--- src/rtl/instr_issue.sv ---
// instr_issue: 4-entry instruction queue between the fetch/decode producer
// and the ALU stage. Holds {OP,A,B}, drops the unused opcode 3'b111 on entry,
// presents a zeroed head when empty and counts issued instructions.
module instr_issue #(
  parameter int DEPTH = 4
) (
  input  logic       CLK,
  input  logic       RST_N,
  input  logic       IN_VALID,
  input  logic [2:0] IN_OP,
  input  logic [7:0] IN_A,
  input  logic [7:0] IN_B,
  output logic       IN_READY,
  input  logic       OUT_READY,
  input  logic       FLUSH,
  output logic       OUT_VALID,
  output logic [2:0] OP,
  output logic [7:0] A,
  output logic [7:0] B,
  output logic [2:0] COUNT,
  output logic [7:0] ISSUED
);

  localparam int PTR_W = $clog2(DEPTH);
  localparam logic [2:0] OP_UNUSED = 3'b111;

  logic [18:0]      r_mem [DEPTH];
  logic [PTR_W-1:0] r_wptr;
  logic [PTR_W-1:0] r_rptr;
  logic [2:0]       r_count;
  logic [7:0]       r_issued;

  logic             w_in_ready;
  logic             w_out_valid;
  logic             w_push;
  logic             w_pop;
  logic [18:0]      w_head;

  // Handshake qualifiers; ready/valid come from registered occupancy only.
  always_comb begin
    w_in_ready  = (r_count != 3'(DEPTH));
    w_out_valid = (r_count != 3'd0);
    // Opcode 111 completes the handshake but never occupies an entry.
    w_push      = IN_VALID && w_in_ready && !FLUSH && (IN_OP != OP_UNUSED);
    w_pop       = w_out_valid && OUT_READY && !FLUSH;
    w_head      = r_mem[r_rptr];
  end

  // Storage write; contents are don't-care after reset, so no reset here.
  always_ff @(posedge CLK) begin
    if (w_push) begin
      r_mem[r_wptr] <= {IN_OP, IN_A, IN_B};
    end
  end

  // Pointers, occupancy and issue counter; reset beats flush beats push/pop.
  always_ff @(posedge CLK) begin
    if (!RST_N) begin
      r_wptr   <= '0;
      r_rptr   <= '0;
      r_count  <= 3'd0;
      r_issued <= 8'h00;
    end else if (FLUSH) begin
      r_wptr  <= '0;
      r_rptr  <= '0;
      r_count <= 3'd0;
    end else begin
      if (w_push) begin
        r_wptr <= (r_wptr == PTR_W'(DEPTH - 1)) ? '0 : r_wptr + 1'b1;
      end
      if (w_pop) begin
        r_rptr   <= (r_rptr == PTR_W'(DEPTH - 1)) ? '0 : r_rptr + 1'b1;
        r_issued <= r_issued + 8'h01;
      end
      case ({w_push, w_pop})
        2'b10:   r_count <= r_count + 3'd1;
        2'b01:   r_count <= r_count - 3'd1;
        default: r_count <= r_count;
      endcase
    end
  end

  // Head presentation: zeros whenever the queue is empty.
  always_comb begin
    IN_READY  = w_in_ready;
    OUT_VALID = w_out_valid;
    COUNT     = r_count;
    ISSUED    = r_issued;
    OP        = 3'b000;
    A         = 8'h00;
    B         = 8'h00;
    if (w_out_valid) begin
      OP = w_head[18:16];
      A  = w_head[15:8];
      B  = w_head[7:0];
    end
  end

endmodule

--- config.mk ---
export PLATFORM = sky130hd
export DESIGN_NAME = instr_issue
export DESIGN_NICKNAME = d
export VERILOG_FILES = /design/src/rtl/instr_issue.sv
export SDC_FILE = /design/constraint.sdc
export NUM_CORES = 1
export LEC_CHECK = 0
export CAP_MARGIN = 10
export CORE_MARGIN = 2
export CORE_UTILIZATION = 50
export CTS_CLUSTER_DIAMETER = 120
export CTS_CLUSTER_SIZE = 10
export DETAILED_ROUTE_END_ITERATION = 7
export PLACE_DENSITY_LB_ADDON = 0.05
export SLEW_MARGIN = 20
export SYNTH_ARGS = -nofsm -noshare
export SYNTH_HDL_FRONTEND = slang
export SYNTH_SLANG_ARGS = --single-unit
--- constraint.sdc ---
create_clock -name CLK -period 2.9 [get_ports CLK]
set_clock_uncertainty 0.1 [all_clocks]
set_input_delay 0.58 -clock CLK [delete_from_list [all_inputs] [get_ports CLK]]
set_output_delay 0.58 -clock CLK [all_outputs]
set_load 0.05 [all_outputs]
# Word-level counts from Yosys, hierarchy flattened
# Memories as Yosys holds them, arrays and structs flattened. A register that Yosys moved wholly into a read port is not among the register bits.
# Index checks and enable logic that the tools add are counted.
# classes
n_addsub	5
n_eq_ne	6
mux	10
n_bitwise	2
n_reduce_logical	10
# ops
cell	n
$mux 8	2
$add 8x1->8 const B	1
$mux 2	4
$eq 2x2->1 const B	3
$ne 3x3->1 const B	2
$pmux 3 s2	1
$logic_and 1x1->1	5
$add 2x1->2 const B	2
$add 3x1->3 const B	1
$mux 3	1
$reduce_bool 3->1	1
$sub 3x1->3 const B	1
$eq 2x1->1 const B	1
$mux 1	2
$not 1->1	2
$reduce_and 2->1	1
$reduce_bool 2->1	1
$reduce_or 2->1	1
$logic_not 1->1	1
# word_totals
register_bits	15
mem_bits_rw	76
input_bits	24
output_inout_bits	32
wordCells	38
mem_count	1
# memory_table
name	words	word_bits	read_ports	rd_clocked_by_memory_dff	write_ports	line	text
r_mem	4	19	1	1	1	27	logic [18:0] r_mem [DEPTH];

# Longest topological paths before layout
# Gate-level depths: netlist of the first run.
# logic_depth
ltp_word	6
mapped_depth	9
ltp_nobuf	9

# Worst setup path before layout of the first run
# Ideal clock, no wire load.
# synth_path
path_kind	reg2out
start	register r_count[0], in the netlist COUNT[0]
end	output B[0]
t_arrival_ns	2.057
path_slack_ns	0.163
stages_incl_launch_ff	5
path_buffers	1
cell_sequence	dfxtp_1 > nor3_2 > inv_2 > clkbuf_1 > and2_1
# synth_between
elab_chain_len	2
# synth_rtl
element	line	text
start, declared	30	logic [2:0] r_count;
start signal, assigned	76	2'b10: r_count <= r_count + 3'd1;
start signal, assigned	77	2'b01: r_count <= r_count - 3'd1;
start signal, assigned	78	default: r_count <= r_count;
$reduce_bool 3->1	42	w_out_valid = (r_count != 3'd0);
named net OUT_VALID	16	output logic OUT_VALID,
$mux 8	92	if (w_out_valid) begin
end, declared	19	output logic [7:0] B,
# The timed path passes the listed nets, and every way through them passes these cells.

# Final worst setup path of the first run
# layout_path
start	register r_count[2], in the netlist COUNT[2]
end	output IN_READY
# layout_between
elab_chain_len	1
# layout_rtl
element	line	text
$ne 3x3->1	41	w_in_ready = (r_count != 3'(DEPTH));
end, declared	13	output logic IN_READY,
# No other way between the ends.

==> impl_metrics.yaml, run 1 <==
run_status:
  status: "completed"
worst_setup_path:
  start_kind: "register"
  crit_family: "buffers and inverters"
  worst-setup-path-type: "register to output port"
  crit_start: "COUNT[2]$_SDFFE_PP0P_"
  cp_cell_sequence: "nor3b_2 > inv_1 > clkdlybuf4s50_1"
  cp.buffers_inverters: 2
  max_stage_delay_ns: 0.72
  cp.arrival_ns: 1.95
  worstPathRequired_ns: 2.22
  rr_startpoint: "COUNT[2]$_SDFFE_PP0P_"
  cp-end-kind: "output port"
  crit_path_max_fanout: 5
  cpMaxStageDelayCell: "clkdlybuf4s50_1"
logic_synthesis:
  syn_nets: 256
  yosys.area.top_type_share_pct: 60.20
  ys_seq_elements: 93
  syn_area_per_cell_um2: 16.92
  synthTopCellsByArea: "edfxtp_1, mux4_2, dfxtp_1, and2_1, ha_1"
  synth_cell_types: 33
  netlist_area_um2: 3791
  synth-seq-area-share_pct: 69.17
  postSynthCellCount: 224
  yosys_warnings: 0
  yosys.area.top_type: "edfxtp_1"
detailed_routing:
  firstDrtPassIters: 4
  vias: 2136
  routed_via_density: 5.353
  wl_per_cell_um: 16.72
  drc: 0
  routed_wirelength_mm: 6.672
  drt_iter0_markers: 126
  drtAntennaViolNets: 0
floorplanning:
  die_width_um: 91.08
  core_um2: 7292
  dieArea_um2: 8295
  start_util_pct: 51.99
  rows: 31
  io_pins: 56
  die_h_um: 91.08
clocking:
  cts_buffers: 9
  cts_tree: "built"
  clk_latency_ns: 0.35
  cts_max_path_buffers: 2
  cts_resized: 0
  cts_root_buffer: "clkbuf_8"
  clk_pin_slew_ns: 0.08
  cts_sinks: 93
  cts_hold_buffers: 0
  htree_levels: 3
  postCtsSetupBuffers: 0
timing:
  setup_viol: 0
  slew_headroom_pct: 65.66
  final_max_slew_viol_count: 0
  hold_violations: 0
  timing.final.crit_period_ns: 2.634
  tns_ns: 0
  fmax_mhz: 379.6
  tightest_slew_ns: 0.5135
  post-route-period-util_pct: 90.83
  grt_setup_unrepaired: "false"
global_route:
  grt_pass1_vias: 2182
  antenna_found_initial: 0
  grt_max_degree: 24
  grt_pass1_wl_mm: 10.81
  use_met3_pct: 4.647
  grt_overflow: 0
  grtUsageMet1_pct: 21.61
  use_met2_pct: 28.95
  grt_usage_pct: 17.23
  grt_busiest_layer: "met2"
finish:
  syn2layout_area_growth_pct: 24.95
  post-route-util_pct: 64.96
  num-nets-final: 327
  drive_gt1_share_pct: 23.67
  final_area_um2: 4737
  antenna_cells: 0
  fin_cells: 399
worst_hold_path:
  hold_start: "ISSUED[7]$_SDFFE_PN0P_"
  hp-class: "register to register"
placed_design:
  placed_area_um2: 4511
  dp_cells: 383
  gp_congestion: 0.7581
  post-dp-hpwl_mm: 4.225
  io_buffers: 55
power_and_ir_drop:
  vdd_drop_max_mv: 0.2826
  power_leakage_uw: 0.001621
  p_per_area_nw_per_um2: 541.8
job:
  cap_viol_max_count: 0
-- synthesized netlist by cell type --
| master | instances |
|---|---|
| buf_6 | 2 |
| nor3b_1 | 1 |
| o311ai_0 | 1 |
| nand4_1 | 3 |
| buf_2 | 2 |
| and3_1 | 1 |
| or3_1 | 2 |
| mux4_2 | 19 |
| edfxtp_1 | 76 |
| fa_1 | 1 |
| nand3_1 | 7 |
| nand2b_1 | 6 |
| nor2b_1 | 2 |
| clkbuf_2 | 1 |
| dfxtp_1 | 17 |
| and2_1 | 23 |
| clkbuf_1 | 2 |
| nor3_2 | 1 |
| o21ai_0 | 5 |
| o41ai_1 | 1 |
| nand4b_4 | 1 |
| nor3_1 | 1 |
| or4_1 | 4 |
| inv_1 | 9 |
| o31ai_1 | 5 |
| ha_1 | 7 |
| inv_2 | 1 |
| nor2_1 | 5 |
| nor4b_1 | 1 |
| mux2i_1 | 2 |
| a21oi_1 | 11 |
| xor2_1 | 2 |
| nand2_1 | 2 |
-- cell type report --
type                       instances  area (um^2)
clock buffer                       9        123.9
inverter                          10        37.54
timing repair buffer              67        640.6
tap                               99        123.9
clock inverter                     7        97.59
multi-input combinational        114         1091
fill                             548         2555
sequential                        93         2623
-- path summary, 6_finish.rpt --
| path | endpoint | slack (ns) | cells past startpoint |
|---|---|---|---|
| setup / recovery | IN_READY | 0.27 | 3 |
| hold / removal | ISSUED[7]$_SDFFE_PN0P_ | 0.38 | 2 |
| setup reg to reg | COUNT[2]$_SDFFE_PP0P_ | 0.59 | 9 |
| hold reg to reg | ISSUED[7]$_SDFFE_PN0P_ | 0.38 | 2 |
-- state kept, by name (all words and copies together) (netlist names), named ones only --
register / cells
COUNT: 3
ISSUED: 8
r_mem: 76
r_rptr: 2
r_wptr: 2
-- through the flow --
step                hold slack, ns  setup slack (ns)  total power, uW
floorplan                   0.3717            0.1627             1577
finish                      0.3837            0.2658             2567
detailed placement          0.3773           0.05065             1663
global route                0.3952            0.1477             2652
global placement            0.3564           0.09718             1660
CTS                         0.3885           0.06264             2586
-- power breakdown --
part	switching (uW)	leakage, uW	internal, uW	total (uW)
clock	448	0.000106	488	936
combinational	92.6	0.000688	73.5	166
sequential	5.90	0.000827	1460	1460
-- cells in the final DEF, fill, tap and decap left out, types with 5 or more instances in the layout --
cell             Yosys  final
a21oi_1             11     11
buf_4                0     28
dfxtp_1             17     17
inv_1                9      9
nor2_1               5      5
edfxtp_1            76     76
ha_1                 7      7
clkbuf_8             0      9
o31ai_1              5      5
clkdlybuf4s50_1      0     35
o21ai_0              5      5
nand2b_1             6      6
mux4_2              19     19
and2_1              23     23
nand3_1              7      7
-- cell families (layout without fill, tap and decap cells) --
family | after synthesis | after routing | share of synthesized area [%]
and+or+nand+nor | 60 | 60 | 9.967
xor gates and xnor gates | 2 | 2 | 0.4621
DFF | 93 | 93 | 69.18
muxes | 21 | 21 | 11.82
AOI/OAI and AO/OA | 23 | 23 | 3.564
buffers and inverters | 17 | 93 | 2.178
adders and majority gates | 8 | 8 | 2.838
-- worst register-to-register path: cells and delay by family, from the launching register on --
family          cells  cell delay [ns]
fa+ha+maj           2             0.54
buf+inv             2             0.13
compound gates      1             0.13
simple gates        3             0.76
flops               1             0.42
xor+xnor            1             0.16
-- per-layer routing --
layer	vias up	routed length, um	part of all wire (%)
met4	0	90	1.3
met3	8	332	5.0
met5	-	0	0
li1	1012	-	-
met1	1061	2910	44
met2	55	3338	50
Power figures use the tool's default switching activity.
==> run 2: changes to the inputs <==
--- a/config.mk
+++ b/config.mk
@@ -6,8 +6,10 @@
 export NUM_CORES = 1
 export LEC_CHECK = 0
 export CAP_MARGIN = 10
+export CORE_ASPECT_RATIO = 1.4
 export CORE_MARGIN = 2
 export CORE_UTILIZATION = 50
+export CTS_BUF_LIST = sky130_fd_sc_hd__clkbuf_2 sky130_fd_sc_hd__clkbuf_4 sky130_fd_sc_hd__clkbuf_8
 export CTS_CLUSTER_DIAMETER = 120
 export CTS_CLUSTER_SIZE = 10
 export DETAILED_ROUTE_END_ITERATION = 7
@@ -16,3 +18,4 @@
 export SYNTH_ARGS = -nofsm -noshare
 export SYNTH_HDL_FRONTEND = slang
 export SYNTH_SLANG_ARGS = --single-unit
+export TNS_END_PERCENT = 1
==> run 2 against run 1 <==
Compared with the run above: sequential share of layout area shrank 0.10 points; die area grew 0.12%; sequential power is essentially flat; worst setup slack lost 0.082 ns; final cell count shrank 0.50%; critical path depth is the same; core utilization shrank 0.49 points; count of clock-buffer cells in the layout grew 2; hold slack lost 0.015 ns; final area grew 0.18%; sequential cell count is the same; via count shrank 0.23%.
==> impl_metrics.yaml, run 2 (synthesized netlist as in run 1, its figures left out) <==
detailed_routing:
  wl_per_cell_um: 16.20
  wl_met2_mm: 3.364
  drc: 0
  routed_via_density: 5.368
  drtAntennaViolNets: 0
  dr_wl_met3_um: 198
  highest_layer: "met4"
  drt_iter0_markers: 139
  met1_length_mm: 2.779
  vias: 2131
  routed_wirelength_mm: 6.433
  firstDrtPassIters: 4
timing:
  setup_viol: 0
  fmax_mhz: 368.1
  grt_setup_unrepaired: "false"
  hold_violations: 0
  timing.final.crit_period_ns: 2.716
  post-route-period-util_pct: 93.67
  slew_headroom_pct: 66.70
  tns_ns: 0
  final_max_slew_viol_count: 0
  tightest_slew_ns: 0.4979
finish:
  final_area_um2: 4746
  largest_reg_flops: 76
  fillers: 559
  antenna_cells: 0
  most-common-layout-cells: "edfxtp_1, clkdlybuf4s50_1, buf_4, and2_1, mux4_2"
  regMostFlops: "r_mem"
  syn2layout_area_growth_pct: 25.18
  num-nets-final: 327
  final_common_cell: "edfxtp_1"
  register_area_um2: 2623
  drive_gt1_share_pct: 23.00
  fin_cells: 397
  multi_input_area_um2: 1086
clocking:
  cts_root_buffer: "clkbuf_8"
  cts_buffers: 9
  cts_max_path_buffers: 2
  cts_hold_buffers: 0
  clk_latency_ns: 0.34
  clk_pin_slew_ns: 0.08
  cts_tree: "built"
  cts_resized: 0
  cts_sinks: 93
  postCtsSetupBuffers: 0
  htree_levels: 3
worst_setup_path:
  worstPathRequired_ns: 2.22
  crit_path_end: "IN_READY"
  r2r_slack_ns: 0.48
  rr_startpoint: "COUNT[2]$_SDFFE_PP0P_"
  cp-end-kind: "output port"
  cp_cell_sequence: "nor3b_1 > inv_1 > clkdlybuf4s50_1"
  crit_cells: 3
  crit_path_max_fanout: 5
  cp.arrival_ns: 2.04
  start_kind: "register"
  cp.buffers_inverters: 2
  r2r-end: "COUNT[2]$_SDFFE_PP0P_"
  crit_family: "buffers and inverters"
  max_stage_delay_ns: 0.72
  rr_worst_depth: 9
  cpMaxStageDelayCell: "clkdlybuf4s50_1"
  crit_start: "COUNT[2]$_SDFFE_PP0P_"
  worst-setup-path-type: "register to output port"
placed_design:
  post-dp-hpwl_mm: 4.041
  placed_area_um2: 4508
  io_buffers: 55
  dp_cells: 381
  gp_congestion: 0.6705
power_and_ir_drop:
  power_leakage_uw: 0.001632
  vdd_drop_max_mv: 0.3422
  p_per_area_nw_per_um2: 552.9
  p_total_uw: 2624
floorplanning:
  rows: 37
  io_pins: 56
  dieArea_um2: 8304
  core_um2: 7361
  die_h_um: 107.0
  start_util_pct: 51.50
  die_width_um: 77.59
job:
  cap_viol_max_count: 0
global_route:
  grt_max_degree: 24
  antenna_found_initial: 0
  grt_overflow: 0
  grt_usage_pct: 16.44
  grt_pass1_wl_mm: 10.21
  grt_pass1_vias: 2096
run_status:
  status: "completed"
worst_hold_path:
  hp-class: "register to register"
==> run 2: worst min path at each step <==
stage	end	depth (start not counted)	start	slack (ns)
2_1_floorplan	register	2	r_rptr[1]$_SDFFE_PP0P_	0.37
3_3_place_gp	ISSUED[7]$_SDFFE_PN0P_	2	ISSUED[7]$_SDFFE_PN0P_	0.36
3_5_place_dp	ISSUED[7]$_SDFFE_PN0P_	2	ISSUED[7]$_SDFFE_PN0P_	0.36
4_1_cts	ISSUED[7]$_SDFFE_PN0P_	2	ISSUED[7]$_SDFFE_PN0P_	0.37
5_1_grt	ISSUED[7]$_SDFFE_PN0P_	2	ISSUED[7]$_SDFFE_PN0P_	0.41
6_report	ISSUED[7]$_SDFFE_PN0P_	2	ISSUED[7]$_SDFFE_PN0P_	0.37
==> run 2: layout make-up <==
class	count	area share [%]
Clock inverter	5	2.083
Tap cell	97	2.557
Multi-Input combinational cell	114	22.88
Inverter	10	0.7909
Sequential cell	93	55.26
Timing Repair Buffer	67	13.50
Clock buffer	11	2.926
==> run 2: layer usage <==
metal  GRT usage (%)  vias up
li1                -     1009
met4           6.122        0
met1           20.25     1072
met5               0        -
met3           3.956        6
met2           28.08       44
==> run 2: metrics by stage <==
step	setup WS [ns]	util, %	hold WS [ns]
2_1_floorplan	0.1627	-	0.3717
3_3_place_gp	0.09813	61.24	0.3568
3_5_place_dp	0.05942	61.24	0.3635
4_1_cts	0.1648	64.47	0.3749
5_1_grt	0.1075	64.47	0.4124
6_report	0.1836	64.47	0.3684
==> run 2: worst register-to-register path: stages (launching register included) <==
cell,delay (ns)
dfxtp_1,0.42
nor3b_1,0.41
nor3_1,0.14
inv_1,0.08
ha_1,0.17
inv_1,0.06
fa_1,0.37
xor2_1,0.16
or3_1,0.30
a21oi_1,0.14
==> run 2: where the power goes <==
part / switching (uW) / internal, uW / leakage (uW)
combinational: 92.5 / 73.5 / 0.000684
sequential: 5.27 / 1460 / 0.000827
clock: 407 / 588 / 0.000122
